`src/rtl/game_state_ctrl_if.sv`:
```
// game_state_ctrl_if: event inputs and status outputs of the frog game state controller.
//   i_Start, i_Collided, i_Drowned, i_Pad_Reached : events into the controller
//   o_Game_Active, o_Respawn, o_Lives, o_Score, o_Time_Left, o_State : registered status
//   master drives the events (playfield side), slave is the controller.
interface game_state_ctrl_if;
   logic       i_Start;
   logic       i_Collided;
   logic       i_Drowned;
   logic       i_Pad_Reached;
   logic       o_Game_Active;
   logic       o_Respawn;
   logic [1:0] o_Lives;
   logic [6:0] o_Score;
   logic [6:0] o_Time_Left;
   logic [2:0] o_State;
   modport master (
      output i_Start, i_Collided, i_Drowned, i_Pad_Reached,
      input  o_Game_Active, o_Respawn, o_Lives, o_Score, o_Time_Left, o_State
   );
   modport slave (
      input  i_Start, i_Collided, i_Drowned, i_Pad_Reached,
      output o_Game_Active, o_Respawn, o_Lives, o_Score, o_Time_Left, o_State
   );
endinterface

```
`src/rtl/game_state_ctrl.sv`:
```
// game_state_ctrl: frog game FSM (IDLE/PLAY/DYING/GAME_OVER/WIN) with lives, score and round timer.
//   i_Clk, i_Rst : clock, synchronous active-high reset
//   bus (slave)  : start/collision/drowning/pad events in, registered game status out
//   GAME_TIMER_EN: when defined the per-life round timer runs and can kill the frog;
//                  otherwise o_Time_Left stays 0 and only collisions/drowning kill.
module game_state_ctrl #(
   parameter int c_TICK_COUNT  = 25000000,
   parameter int c_START_LIVES = 3,
   parameter int c_ROUND_TICKS = 60,
   parameter int c_DEATH_TICKS = 2,
   parameter int c_WIN_SCORE   = 5
) (
   input logic              i_Clk,
   input logic              i_Rst,
   game_state_ctrl_if.slave bus
);
   typedef enum logic [2:0] {
      IDLE      = 3'd0,
      PLAY      = 3'd1,
      DYING     = 3'd2,
      GAME_OVER = 3'd3,
      WIN       = 3'd4
   } state_t;
   localparam int TW = c_TICK_COUNT > 1 ? $clog2(c_TICK_COUNT) : 1;
   localparam int DW = $clog2(c_DEATH_TICKS + 1);
`ifdef GAME_TIMER_EN
   localparam bit TIMER = 1'b1;
`else
   localparam bit TIMER = 1'b0;
`endif
   localparam logic [6:0] ROUND = TIMER ? 7'(c_ROUND_TICKS) : 7'd0;
   state_t        state, state_n;
   logic          start_q, start_ok;
   logic [TW-1:0] tick_cnt, tick_cnt_n;
   logic [DW-1:0] death_cnt, death_cnt_n;
   logic [1:0]    lives, lives_n;
   logic [6:0]    score, score_n, time_left, time_left_n;
   logic          respawn, respawn_n, active;
   logic          start_edge, running, tick, timeout, death;
   // start_ok stays low after a reset until i_Start has been seen low, so a switch
   // held through reset cannot start a game on release.
   assign start_edge = bus.i_Start & ~start_q & start_ok;
   assign running    = state == PLAY || state == DYING;
   assign tick       = running && tick_cnt == TW'(c_TICK_COUNT - 1);
   assign timeout    = TIMER && state == PLAY && tick && time_left == 7'd1;
   assign death      = bus.i_Collided | bus.i_Drowned | timeout;
   always_comb begin
      state_n     = state;
      lives_n     = lives;
      score_n     = score;
      time_left_n = time_left;
      death_cnt_n = death_cnt;
      respawn_n   = 1'b0;
      case (state)
         IDLE, GAME_OVER, WIN: if (start_edge) begin
            score_n     = 7'd0;
            lives_n     = 2'(c_START_LIVES);
            time_left_n = ROUND;
            respawn_n   = 1'b1;
            state_n     = PLAY;
         end
         PLAY: begin
            if (TIMER && tick) time_left_n = time_left - 7'd1;
            if (death) begin
               if (lives > 2'd1) begin
                  lives_n     = lives - 2'd1;
                  death_cnt_n = DW'(c_DEATH_TICKS);
                  state_n     = DYING;
               end else begin
                  lives_n = 2'd0;
                  state_n = GAME_OVER;
               end
            end else if (bus.i_Pad_Reached) begin
               score_n     = score == 7'd127 ? score : score + 7'd1;
               time_left_n = ROUND;
               if ({1'b0, score} + 8'd1 >= 8'(c_WIN_SCORE)) state_n = WIN;
               else respawn_n = 1'b1;
            end
         end
         DYING: if (tick) begin
            death_cnt_n = death_cnt - DW'(1);
            if (death_cnt == DW'(1)) begin
               respawn_n   = 1'b1;
               time_left_n = ROUND;
               state_n     = PLAY;
            end
         end
         default: state_n = IDLE;
      endcase
      tick_cnt_n = (state_n != state || !running || tick) ? '0 : tick_cnt + TW'(1);
   end
   always_ff @(posedge i_Clk) begin
      if (i_Rst) begin
         state     <= IDLE;
         start_q   <= 1'b0;
         start_ok  <= ~bus.i_Start;
         tick_cnt  <= '0;
         death_cnt <= '0;
         lives     <= 2'(c_START_LIVES);
         score     <= 7'd0;
         time_left <= ROUND;
         respawn   <= 1'b0;
         active    <= 1'b0;
      end else begin
         state     <= state_n;
         start_q   <= bus.i_Start;
         start_ok  <= start_ok | ~bus.i_Start;
         tick_cnt  <= tick_cnt_n;
         death_cnt <= death_cnt_n;
         lives     <= lives_n;
         score     <= score_n;
         time_left <= time_left_n;
         respawn   <= respawn_n;
         active    <= state_n == PLAY;
      end
   end
   assign bus.o_State       = state;
   assign bus.o_Game_Active = active;
   assign bus.o_Respawn     = respawn;
   assign bus.o_Lives       = lives;
   assign bus.o_Score       = score;
   assign bus.o_Time_Left   = time_left;
endmodule
```
`src/flat_wrapper.sv`:
```
// flat-port wrapper written by rule: the top's interface ports become plain ports
module game_state_ctrl_flat 
#(
   parameter int c_TICK_COUNT  = 25000000,
   parameter int c_START_LIVES = 3,
   parameter int c_ROUND_TICKS = 60,
   parameter int c_DEATH_TICKS = 2,
   parameter int c_WIN_SCORE   = 5
)
  (i_Clk, i_Rst, bus_i_Start, bus_i_Collided, bus_i_Drowned, bus_i_Pad_Reached, bus_o_Game_Active, bus_o_Respawn, bus_o_Lives, bus_o_Score, bus_o_Time_Left, bus_o_State);
  game_state_ctrl_if bus_i ();
  input logic i_Clk;
  input logic i_Rst;
  input wire logic [$bits(bus_i.i_Start)-1:0] bus_i_Start;
  input wire logic [$bits(bus_i.i_Collided)-1:0] bus_i_Collided;
  input wire logic [$bits(bus_i.i_Drowned)-1:0] bus_i_Drowned;
  input wire logic [$bits(bus_i.i_Pad_Reached)-1:0] bus_i_Pad_Reached;
  output wire logic [$bits(bus_i.o_Game_Active)-1:0] bus_o_Game_Active;
  output wire logic [$bits(bus_i.o_Respawn)-1:0] bus_o_Respawn;
  output wire logic [$bits(bus_i.o_Lives)-1:0] bus_o_Lives;
  output wire logic [$bits(bus_i.o_Score)-1:0] bus_o_Score;
  output wire logic [$bits(bus_i.o_Time_Left)-1:0] bus_o_Time_Left;
  output wire logic [$bits(bus_i.o_State)-1:0] bus_o_State;
  assign bus_i.i_Start = bus_i_Start;
  assign bus_i.i_Collided = bus_i_Collided;
  assign bus_i.i_Drowned = bus_i_Drowned;
  assign bus_i.i_Pad_Reached = bus_i_Pad_Reached;
  assign bus_o_Game_Active = bus_i.o_Game_Active;
  assign bus_o_Respawn = bus_i.o_Respawn;
  assign bus_o_Lives = bus_i.o_Lives;
  assign bus_o_Score = bus_i.o_Score;
  assign bus_o_Time_Left = bus_i.o_Time_Left;
  assign bus_o_State = bus_i.o_State;
  game_state_ctrl #(.c_TICK_COUNT(c_TICK_COUNT), .c_START_LIVES(c_START_LIVES), .c_ROUND_TICKS(c_ROUND_TICKS), .c_DEATH_TICKS(c_DEATH_TICKS), .c_WIN_SCORE(c_WIN_SCORE)) u_core (.i_Clk(i_Clk), .i_Rst(i_Rst), .bus(bus_i));
endmodule
```
`config.mk`:
```
export PLATFORM = sky130hd
export DESIGN_NAME = game_state_ctrl_flat
export DESIGN_NICKNAME = d
export VERILOG_FILES = /design/src/rtl/game_state_ctrl_if.sv /design/src/rtl/game_state_ctrl.sv /design/src/flat_wrapper.sv
export SDC_FILE = /design/constraint.sdc
export NUM_CORES = 1
export LEC_CHECK = 0
export ABC_CLOCK_PERIOD_IN_PS = 4100
export CORE_MARGIN = 4
export CORE_UTILIZATION = 60
export DETAILED_ROUTE_END_ITERATION = 7
export PLACE_DENSITY = 0.84
export SLEW_MARGIN = 30
export SYNTH_ARGS = -nofsm -noshare
export SYNTH_HDL_FRONTEND = slang
export SYNTH_SLANG_ARGS = --single-unit
```
`constraint.sdc`:
```
create_clock -name i_Clk -period 4.1 [get_ports i_Clk]
set_clock_uncertainty 0.2 [all_clocks]
set_input_delay 0.82 -clock i_Clk [delete_from_list [all_inputs] [get_ports i_Clk]]
set_output_delay 0.82 -clock i_Clk [all_outputs]
set_load 0.1 [all_outputs]
```
# Yosys cells after proc, flatten, opt, wreduce, memory -nomap -nowiden

Cells that the tools add are included.

Register bits after elaboration: 50
Input bits: 6
Output and inout port bits: 21

Add/sub/neg operators: 5
$lt $le $gt $ge: 2
Equal/unequal tests: 17
Multiplexer cells: 34
Bitwise logic cells: 6
Reductions and logical operators: 15

Operator list:

| cell                                                                    | count |
|---|---|
| 7-bit two-way mux                                                       | 8 |
| 25-bit by 1-bit adder with 25-bit output, second input constant         | 1 |
| 25-bit == test, second input constant                                   | 1 |
| 7-bit case mux with 3 select lines                                      | 1 |
| 3-bit two-way mux                                                       | 6 |
| 7-bit case mux with 2 select lines                                      | 1 |
| 2-bit two-way mux                                                       | 6 |
| 2-bit inequality test, second input constant                            | 5 |
| 3-bit case mux with 3 select lines                                      | 1 |
| 7-bit by 1-bit adder with 8-bit output, second input constant           | 1 |
| 8-bit by 3-bit >= comparator with 1-bit output, second input constant   | 1 |
| 1-bit two-way mux                                                       | 8 |
| 2-bit case mux with 2 select lines                                      | 2 |
| 7-bit by 1-bit adder with 7-bit output, second input constant           | 1 |
| 7-bit == test, second input constant                                    | 1 |
| 3-bit by 1-bit == test with 1-bit output, second input constant         | 2 |
| 3-bit by 2-bit == test with 1-bit output, second input constant         | 2 |
| 2-bit by 1-bit inequality test with 1-bit output, second input constant | 3 |
| 6-bit AND reduction                                                     | 1 |
| 5-bit AND reduction                                                     | 1 |
| 4-bit AND reduction                                                     | 1 |
| 2-bit nonzero test                                                      | 2 |
| 2-bit by 1-bit subtractor with 2-bit output, second input constant      | 2 |
| 3-bit == test, second input constant                                    | 1 |
| other kinds (15)                                                        | 20 |

# Depth between registers and ports, before layout

Depth in word-level cells: 10
Mapped depth: 8
Gate-level depth less buffers: 7

# Worst setup path after synthesis

No wires, ideal clock.

Kind: register to register
Start: register u_core.score[0], in the netlist u_core.bus.o_Score[0]
End: register u_core.tick_cnt[10]
Library setup time: 0.073 ns
Arrival: 2.676 ns
Required time: 3.827 ns
Slack: 1.151 ns
Cell stages (with the launch flop): 9
Cell sequence: dfxtp_1 inv_1 ha_1 nand2b_1 maj3_1 o21ai_0 a21oi_2 buf_2 nor3_2

Longest elaborated chain between the ends: 10

RTL lines:

| element                                        | line                   | RTL |
|---|---|---|
| start: declaration                             | game_state_ctrl.sv:37  | `logic [6:0] score, score_n, time_left, time_left_n;` |
| start signal: assignment                       | game_state_ctrl.sv:111 | `score <= score_n;` |
| 7-bit by 1-bit adder with 8-bit output         | game_state_ctrl.sv:76  | `if ({1'b0, score} + 8'd1 >= 8'(c_WIN_SCORE)) state_n = WIN;` |
| 8-bit by 3-bit >= comparator with 1-bit output | game_state_ctrl.sv:76  |  |
| 3-bit two-way mux                              | game_state_ctrl.sv:76  |  |
| 3-bit two-way mux                              | game_state_ctrl.sv:73  | `end else if (bus.i_Pad_Reached) begin` |
| 3-bit two-way mux                              | game_state_ctrl.sv:64  | `if (death) begin` |
| 3-bit case mux with 3 select lines             | game_state_ctrl.sv:54  | `case (state)` |
| 3-bit inequality test                          | game_state_ctrl.sv:90  | `tick_cnt_n = (state_n != state \|\| !running \|\| tick) ? '0 : tick_cnt + TW'(1);` |
| 1-bit logical OR (2 in series)                 | game_state_ctrl.sv:90  |  |
| 2-bit OR reduction (no line)                   | --                     |  |
| end signal: assignment                         | game_state_ctrl.sv:108 | `tick_cnt <= tick_cnt_n;` |
| end: declaration                               | game_state_ctrl.sv:34  | `logic [TW-1:0] tick_cnt, tick_cnt_n;` |

Every way passes these cells.
A chain may end at the register's enable or synchronous reset.

# Worst setup path in the final report

Start: register u_core.state[2], in the netlist u_core.bus.o_State[2]
End: output port bus_o_State[2]

RTL lines:

| element                  | line                   | RTL |
|---|---|---|
| start: declaration       | game_state_ctrl.sv:32  | `state_t state, state_n;` |
| start signal: assignment | game_state_ctrl.sv:105 | `state <= state_n;` |
| end: declaration         | flat_wrapper.sv:23     | `output wire logic [$bits(bus_i.o_State)-1:0] bus_o_State;` |

No word-level cell between the ends.

==> flow_metrics.env <==
export IMPL_setup_tns_ps=0
export IMPL_max_freq_mhz=323
export IMPL_post_route_period_util=0.756
export IMPL_fin_nets=295
export IMPL_ys_seq_elements=43
export IMPL_arrival_ps=2080
export IMPL_wl_per_cell_microns=14.4
export IMPL_critical_path_required_ps=3080
export IMPL_synth_edf_count=0
export IMPL_cp_end_kind="primary output"
export IMPL_rr_startpoint="u_core.bus.o_Score[1]"
export IMPL_worst_hold_path_type="flip-flop to flip-flop"
export IMPL_crit_path_cell_trace="clkdlybuf4s50_1"
export IMPL_synth_area_sq_um=2370
export IMPL_path_buf_inv=1
export IMPL_ys_seq_area_frac=0.363
export IMPL_htreeDepth=2
export IMPL_place_congestion=0.933
export IMPL_finalCriticalPeriod_ps=3100
export IMPL_crit_end="bus_o_State[2]"
export IMPL_final_cell_mix="dfxtp_1 (43), nor3_2 (21), clkdlybuf4s50_1 (19)"
export IMPL_drive_above_1_share=0.133
export IMPL_synth_cell_types=49
export IMPL_hold_depth=1
export IMPL_drc=0
export IMPL_crit_fanout=12
export IMPL_fin_util=0.707
export IMPL_slowest_delay_ps=1210
export IMPL_drtIter0Drc=153
export IMPL_dieArea_sq_um=5020
export IMPL_grt_max_degree=27
export IMPL_cts_tree="built"
export IMPL_synth_main_ff_cell="dfxtp_1"
export IMPL_syn_to_final_growth_pct=11.7
export IMPL_slowest_stage="clkdlybuf4s50_1"
export IMPL_status="completed"
export IMPL_grt_busiest_layer="met2"
export IMPL_cts_resized=0
export IMPL_path_delay_family="buffers and inverters"
export IMPL_rows=22
export IMPL_report_final_slew_viol_count=0
export IMPL_p_leak_uw=0.000899
export IMPL_grt_overflow_total=0
export IMPL_avgViaCountPerCell=5.92
export IMPL_grt_pass1_wl_microns=8020
export IMPL_coreArea_sq_um=3740
export IMPL_grt_usage=0.198
export IMPL_die_w_microns=70.8
export IMPL_grtUsageMet1=0.256
export IMPL_slew_headroom=0.346
export IMPL_ys_async_sr_fraction=0
export IMPL_setup_viol=0
export IMPL_cts_clk_slew_worst_paths_ps=80
export IMPL_io_pins=27
export IMPL_cp_depth=1
export IMPL_clk_path_buf_depth=2
export IMPL_syn_area_per_cell_sq_um=8.91
export IMPL_portBuffers=19
export IMPL_maxCapViolCount=0
export IMPL_start_util=0.633
export IMPL_synth_cells=266
export IMPL_detail_route_antenna_nets=0
export IMPL_final_common_cell="dfxtp_1"
export IMPL_drtPass1Iterations=4
export IMPL_antennaDiodeCount=0
export IMPL_place_hpwl_microns=3340
export IMPL_die_h_microns=70.8
export IMPL_peakVddDrop_mv=0.213
export IMPL_powerDensity_nw_per_um2=338
export IMPL_clock_sinks=43
export IMPL_rsz0062_at_grt="false"
export IMPL_reg2reg_depth=6
export IMPL_wl_microns=4810
export IMPL_clk_latency_ps=300
export IMPL_dp_cells=325
export IMPL_grt_use_met3=0.0497
export IMPL_tightest_slew_ps=978
export IMPL_critPathLaunch="u_core.bus.o_State[2]"
export IMPL_vias=1973
export IMPL_root_buffer="clkbuf_8"
export IMPL_fillCellCount=309
export IMPL_yosysWarningCount=0
export IMPL_multiInputGateArea_sq_um=1370
export IMPL_antenna_found_initial=0
export IMPL_ctsHoldBuffers=0
export IMPL_grt_pass1_vias=1779
export IMPL_final_cells=333
export IMPL_final_hold_viol_count=0
export IMPL_met2_usage=0.306
export IMPL_numCtsBuffers=5
export IMPL_rr_endpoint="u_core.bus.o_Score[2]"
export IMPL_ff_latch_area_sq_um=861
export IMPL_cts_setup_buffers=0
export IMPL_path_class="flip-flop to primary output"
export IMPL_startpoint_type="flip-flop"
export IMPL_r2r_setup_slack_ps=1620
==> metrics by stage <==
step / setup slack, ps / total power, uW / hold slack, ps / cell area, sq um
2_1_floorplan: 1150 / 588 / 239 / 2390
3_3_place_gp: 1250 / 607 / 260 / 2550
3_5_place_dp: 1170 / 610 / 268 / 2550
4_1_cts: 1010 / 899 / 277 / 2650
5_1_grt: 945 / 934 / 291 / 2650
6_report: 1000 / 895 / 272 / 2650
==> sequential cells by signal, summed over array words and instances (netlist names) <==
signal	flops
u_core.tick_cnt	25
u_core.bus.o_Score	7
u_core.bus.o_State	3
u_core.bus.o_Lives	2
u_core.death_cnt	2
u_core.bus.o_Game_Active	1
u_core.bus.o_Respawn	1
u_core.start_ok	1
u_core.start_q	1
==> kinds of logic after synthesis <==
logic type,share of synthesized area
AND/OR/NAND/NOR,0.329
flip-flops,0.363
AO/OA/AOI/OAI,0.120
buffers and inverters,0.0671
XOR/XNOR,0.0887
adder cells (fa/ha/maj),0.0306
other,0.00158
==> metal layers <==
metal	wire, microns	vias to the layer above
met5	0	-
met4	93	0
met3	320	8
met2	2160	60
met1	2230	927
li1	-	978
==> cells in the mapped netlist (all sizes together) (2+ instances only) <==
library cell | number | share of area
nand3b | 4 | 0.013
o211ai | 2 | 0.0063
o31ai | 2 | 0.0063
o21ai | 10 | 0.021
and4b | 2 | 0.0084
nor3 | 34 | 0.12
nor2b | 5 | 0.016
nor4b | 3 | 0.011
a311oi | 2 | 0.0074
inv | 11 | 0.017
a31oi | 4 | 0.011
nor3b | 3 | 0.0095
clkbuf | 3 | 0.0048
ha | 5 | 0.026
and4 | 2 | 0.0074
nand2 | 16 | 0.025
xor2 | 16 | 0.059
a21oi | 10 | 0.023
nand3 | 14 | 0.030
nand4 | 9 | 0.024
dfxtp | 43 | 0.36
nor4 | 2 | 0.0079
nand2b | 2 | 0.0053
buf | 14 | 0.045
or4 | 2 | 0.0063
o211a | 2 | 0.0084
xnor2 | 8 | 0.030
and3 | 7 | 0.018
nor2 | 16 | 0.025
==> how the worst min path moves through the flow <==
stage	startpoint	endpoint	slack (ps)
after floorplan	u_core.tick_cnt[0]	u_core.tick_cnt[0]	240
after global placement	u_core.tick_cnt[0]	u_core.tick_cnt[0]	260
after detailed placement	u_core.tick_cnt[0]	u_core.tick_cnt[0]	270
after CTS	u_core.tick_cnt[0]	u_core.tick_cnt[0]	280
after global routing	u_core.tick_cnt[0]	u_core.tick_cnt[0]	290
final	u_core.tick_cnt[0]	u_core.tick_cnt[0]	270
==> where the power goes <==
part	internal [uW]	total [uW]	switching [uW]
registers	427	439	11.2
clock network	154	294	140
logic	38.6	163	124
==> area by class of cell <==
class,count,area share
Multi-Input combinational cell,201,0.518
Sequential cell,43,0.325
Clock buffer,8,0.0378
Inverter,11,0.0156
Timing Repair Buffer,22,0.0803
Tap cell,48,0.0227
(Power assumes the default switching activity.)
